--- src/rtl/dmem_arbiter.sv ---
// rtl/dmem_arbiter.sv - two-port round-robin arbiter in front of a fixed-latency data memory
module dmem_arbiter #(
    parameter int DATA_W     = 64,
    parameter int ADDR_LIMIT = 1024,
    parameter int MEM_LAT    = 2,
    localparam int ADDR_W    = (ADDR_LIMIT > 1) ? $clog2(ADDR_LIMIT) : 1
) (
    input  logic              clk,
    input  logic              reset,
    input  logic              r0_req,
    input  logic              r0_we,
    input  logic [63:0]       r0_addr,
    input  logic [DATA_W-1:0] r0_wdata,
    output logic              r0_gnt,
    output logic              r0_done,
    output logic [DATA_W-1:0] r0_rdata,
    output logic              r0_err,
    input  logic              r1_req,
    input  logic              r1_we,
    input  logic [63:0]       r1_addr,
    input  logic [DATA_W-1:0] r1_wdata,
    output logic              r1_gnt,
    output logic              r1_done,
    output logic [DATA_W-1:0] r1_rdata,
    output logic              r1_err,
    output logic              mem_en,
    output logic              mem_we,
    output logic [ADDR_W-1:0] mem_addr,
    output logic [DATA_W-1:0] mem_wdata,
    input  logic [DATA_W-1:0] mem_rdata,
    output logic              busy
);

    localparam int          CNT_W = (MEM_LAT > 1) ? $clog2(MEM_LAT) : 1;
    localparam logic [63:0] LIMIT = 64'(ADDR_LIMIT);

    typedef enum logic [1:0] {
        S_IDLE,
        S_ACCESS,
        S_WAIT,
        S_DONE
    } state_t;

    state_t              state_q, state_d;
    logic                last_gnt_q, last_gnt_d;
    logic                port_q, port_d;
    logic                we_q, we_d;
    logic                err_q, err_d;
    logic [ADDR_W-1:0]   addr_q, addr_d;
    logic [DATA_W-1:0]   wdata_q, wdata_d;
    logic [CNT_W-1:0]    cnt_q, cnt_d;
    logic [DATA_W-1:0]   rdata_q, rdata_d;

    // Arbitration candidate: a lone requester wins, a tie goes to the port not granted last.
    logic                pick_valid;
    logic                pick;
    logic                sel_we;
    logic [63:0]         sel_addr;
    logic [DATA_W-1:0]   sel_wdata;
    logic                sel_err;

    // Winner selection and address range check for the requester being sampled this edge
    always_comb begin
        pick_valid = r0_req | r1_req;
        pick       = (r0_req && r1_req) ? ~last_gnt_q : r1_req;
        sel_we     = pick ? r1_we    : r0_we;
        sel_addr   = pick ? r1_addr  : r0_addr;
        sel_wdata  = pick ? r1_wdata : r0_wdata;
        sel_err    = (sel_addr >= LIMIT);
    end

    // Next-state logic; DONE also samples requests so back-to-back grants lose no cycle
    always_comb begin
        state_d    = state_q;
        last_gnt_d = last_gnt_q;
        port_d     = port_q;
        we_d       = we_q;
        err_d      = err_q;
        addr_d     = addr_q;
        wdata_d    = wdata_q;
        cnt_d      = cnt_q;
        rdata_d    = rdata_q;
        case (state_q)
            S_IDLE, S_DONE: begin
                if (pick_valid) begin
                    last_gnt_d = pick;
                    port_d     = pick;
                    we_d       = sel_we;
                    err_d      = sel_err;
                    addr_d     = sel_addr[ADDR_W-1:0];
                    wdata_d    = sel_wdata;
                    state_d    = sel_err ? S_DONE : S_ACCESS;
                end else begin
                    state_d    = S_IDLE;
                end
            end
            S_ACCESS: begin
                cnt_d   = CNT_W'(MEM_LAT - 1);
                state_d = S_WAIT;
            end
            S_WAIT: begin
                if (cnt_q == '0) begin
                    rdata_d = we_q ? '0 : mem_rdata;
                    state_d = S_DONE;
                end else begin
                    cnt_d = cnt_q - 1'b1;
                end
            end
            default: state_d = S_IDLE;
        endcase
    end

    // State and latch registers with synchronous reset
    always_ff @(posedge clk) begin
        if (reset) begin
            state_q    <= S_IDLE;
            last_gnt_q <= 1'b1;
            port_q     <= 1'b0;
            we_q       <= 1'b0;
            err_q      <= 1'b0;
            addr_q     <= '0;
            wdata_q    <= '0;
            cnt_q      <= '0;
            rdata_q    <= '0;
        end else begin
            state_q    <= state_d;
            last_gnt_q <= last_gnt_d;
            port_q     <= port_d;
            we_q       <= we_d;
            err_q      <= err_d;
            addr_q     <= addr_d;
            wdata_q    <= wdata_d;
            cnt_q      <= cnt_d;
            rdata_q    <= rdata_d;
        end
    end

    logic              in_access;
    logic              in_done;
    logic              gnt_any;
    logic [DATA_W-1:0] rdata_out;

    // Output decode; every bus is forced to zero outside the cycle it is meaningful
    always_comb begin
        in_access = (state_q == S_ACCESS);
        in_done   = (state_q == S_DONE);
        gnt_any   = in_access | (in_done & err_q);
        rdata_out = (in_done && !err_q && !we_q) ? rdata_q : '0;

        r0_gnt    = gnt_any & ~port_q;
        r1_gnt    = gnt_any &  port_q;
        r0_done   = in_done & ~port_q;
        r1_done   = in_done &  port_q;
        r0_err    = in_done & err_q & ~port_q;
        r1_err    = in_done & err_q &  port_q;
        r0_rdata  = port_q ? '0 : rdata_out;
        r1_rdata  = port_q ? rdata_out : '0;

        mem_en    = in_access;
        mem_we    = in_access & we_q;
        mem_addr  = in_access ? addr_q  : '0;
        mem_wdata = in_access ? wdata_q : '0;
        busy      = (state_q != S_IDLE);
    end

endmodule

--- config.mk ---
export PLATFORM = sky130hd
export DESIGN_NAME = dmem_arbiter
export DESIGN_NICKNAME = d
export VERILOG_FILES = /design/src/rtl/dmem_arbiter.sv
export SDC_FILE = /design/constraint.sdc
export NUM_CORES = 1
export LEC_CHECK = 0
export CAP_MARGIN = 20
export CORE_AREA = 2 2 206 208
export DETAILED_ROUTE_END_ITERATION = 16
export DIE_AREA = 0 0 208 210
export PLACE_DENSITY_LB_ADDON = 0.2
export SYNTH_ARGS = -nofsm -noshare
export SYNTH_HDL_FRONTEND = slang
export SYNTH_SLANG_ARGS = --single-unit
--- constraint.sdc ---
create_clock -name clk -period 2.4 [get_ports clk]
set_input_delay 0.48 -clock clk [delete_from_list [all_inputs] [get_ports clk]]
set_output_delay 0.48 -clock clk [all_outputs]
set_load 0.01 [all_outputs]
==> impl_metrics.ini <==
[synth]
ys.flop_type = dfxtp_1
synth_enable_flop_cells = 0
synth_area_leaders = dfxtp_1, and2_1, mux2i_1
yosys.cell_types.count = 32
synthCells = 930
synth.avg_cell_area_um2 = 8.31
synthTopCellsByCount = and2_1, nor2_1, dfxtp_1, a211oi_1, mux2i_1
yosys_warnings = 0
synth-seq-cells = 145
yosysTopAreaCell = dfxtp_1
yosys.cell_count.top_type = and2_1
async_flop_share_pct = 0
synth_top_cell_area_share_pct = 37.6
synth-seq-area-share_pct = 37.6
netlist_area_um2 = 7730
syn-num-nets = 1260

[timing]
timing.fmax_mhz = 383
worstMarginPinSlew_ns = 0.679
skew_ns = 0.00901
setup_ws_ns = -0.209
finalSetupViolCount = 103
relSlewSlack_pct = 54.7
slew_viol_final = 0
post-route-period-util_pct = 109
grt_setup_unrepaired = true
post-route-min-period_ns = 2.61
hold_violations = 0

[cells_and_area]
multi_input_area_um2 = 4720
area_delta_synth_final_pct = 99.8
regArea_um2 = 2910
post-route-util_pct = 37.2
fin_cells = 2063
final_layout_size_suffix_gt1_share_pct = 29.9
finalNetCount = 1840
fillers = 4339

[clock_tree]
cts_sinks = 145
insertion_delay_ns = 0.44
cts_tree = built
cts_root_buffer = clkbuf_16
cts_buffers = 17
htree_levels = 4
cts_max_path_buffers = 2
clkTransAtPathRegs_ns = 0.07
cts-hold-fix-buffers = 0

[detailed_routing]
drtIter0Drc = 287
antenna_left = 0
routed_via_density = 4.20
wire_per_inst_um = 17.8
num_vias = 8657
first_pass_iters = 7
drt_wl_total_um = 36800
drc = 0

[die]
io_pins = 537
core_area_um2 = 41500
start_util_pct = 18.6
die_w_um = 208
dieArea_um2 = 43700
rows = 75
die_h_um = 210

[setup_path]
critPathMaxFanout = 5
required_ns = 1.92
r2r_cells = 8
r2r_end = wdata_q[8]
crit_path_start = state_q[0]
path_buf_inv = 6
slowest_stage = dfxtp_2
cp-end-kind = output port
start_kind = flop
worstSetupEndpoint = r0_rdata[0]
worstPathArrival_ns = 2.13
r2r_slack_ns = 0.46
cp.depth = 10
path_cells = ha_4 > nor2b_4 > nor3b_4 > buf_6 > buf_12 > buf_12 > buf_8 > buf_6 > and2_1 > buf_2
r2r-start = state_q[1]
crit_type = reg -> out
critPathTopFamily = buffers and inverters
cpPeakStageDelay_ns = 0.36

[placement]
dp.cells = 1967
gp_congestion = 0.823
dp_hpwl_um = 26100
portBuffers = 536

[grt]
grt_max_degree = 95
grt.total_usage_pct = 15.3
antenna_found_initial = 1
grt_pass1_wl_um = 50700
grt_overflow = 0
grt_pass1_vias = 8425

[worst_hold_path]
hold_path_class = reg -> reg
worstHoldStart = wdata_q[37]

[power_and_ir_drop]
p_leak_nw = 6.45
power.density_nw_per_um2 = 616
ir_drop_v = 0.000404

[run_status]
status = finished, violations left
violations = negative setup slack

[run]
maxCapViolCount = 0
## routing by layer
layer / share of wire, % / global-route usage [%] / wire length [µm]
met5: 0 / 0 / 0
met4: 1.6 / 4.26 / 588
met3: 7.5 / 5.24 / 2760
met2: 49 / 26.6 / 18100
met1: 42 / 17.8 / 15300
## metrics by stage
stage | power (W) | setup slack (ns) | hold WS [ns] | TNS [ns] | cell area (µm²)
global route | 0.0101 | -0.315 | 0.511 | -21.33 | 15400
CTS | 0.00951 | -0.361 | 0.494 | -20.72 | 14900
global placement | 0.00593 | -0.266 | 0.482 | -0.463 | 13900
detailed placement | 0.00595 | -0.251 | 0.486 | -0.436 | 13900
floorplan | 0.00458 | 0.309 | 0.463 | 0 | 7730
finish | 0.00952 | -0.209 | 0.491 | -9.34 | 15400
## cell type report
type,count,area share [%]
clock buffers,19,2.80
flip-flops and latches,145,18.8
inverters,4,0.113
repair buffers,644,41.5
clock inverters,13,1.83
diodes,1,0.0162
well taps,539,4.37
multi-input cells,698,30.5
## worst reg2reg max path: cells and delay by family, from the launching register on
family                     cells  cell delay (ns)
AOI/OAI and AO/OA              1             0.24
buffers and inverters          4             0.60
DFF                            1             0.35
and+or+nand+nor                2             0.31
adders and majority gates      1             0.35
## state kept, by name, summed over array words and instances, names as in the netlist
register and cells:
we_q 1, rdata_q 64, addr_q 10, last_gnt_q 1, err_q 1, state_q 2, port_q 1, cnt_q 1
wdata_q 64
## repair_timing
action                     in CTS  in global routing
resized for setup             597                422
setup buffers                  32                 21
setup endpoints to repair     208                208
pin swaps                       9                  8
gates cloned                    5                 12
## where the power goes
group	internal [W]	switching (W)	total, W
Sequential	0.00286	0.000299	0.00315
Clock	0.00217	0.00113	0.00329
Combinational	0.00161	0.00146	0.00307
Total	0.00663	0.00289	0.00952
## cells by family (layout without fill, tap and decap cells)
| family | count (synthesis) | count (layout) | synth area share (%) |
|---|---|---|---|
| AND/OR/NAND/NOR | 469 | 469 | 34.1 |
| other | 0 | 1 | 0 |
| multiplexers | 75 | 75 | 9.71 |
| adder cells (fa/ha/maj) | 4 | 4 | 0.647 |
| flip-flops | 145 | 145 | 37.6 |
| buffers and inverters | 87 | 680 | 5.58 |
| AO/OA/AOI/OAI | 150 | 150 | 12.4 |
## layout by cell type, fill, tap and decap left out, types with 2 or more instances in the layout
cell / n
buf_16: 4
clkinv_4: 4
nand4_1: 4
mux2i_1: 75
and3_1: 2
buf_6: 116
dlymetal6s2s_1: 2
clkbuf_16: 26
dfxtp_2: 3
nor4_1: 27
a21oi_1: 66
buf_12: 20
nand2_1: 5
bufinv_16: 8
clkbuf_2: 55
inv_1: 3
and2_4: 102
dfxtp_1: 142
buf_2: 45
nand3_1: 2
a211oi_1: 76
nor2_1: 150
nor3_1: 3
o21ai_0: 2
ha_1: 2
clkdlybuf4s50_1: 325
nor3b_4: 2
nor3b_1: 64
buf_4: 53
dlygate4sd2_1: 5
ha_4: 2
and2_1: 103
clkbuf_1: 2
buf_8: 10
## worst min-delay path by stage
stage / end / slack, ns / cells past startpoint
global route: wdata_q[39] / 0.51 / 2
CTS: wdata_q[48] / 0.49 / 2
detailed placement: wdata_q[48] / 0.49 / 2
global placement: addr_q[4] / 0.48 / 2
finish: wdata_q[37] / 0.49 / 2
floorplan: rdata_q[0] / 0.46 / 2
(Power assumes the default switching activity.)
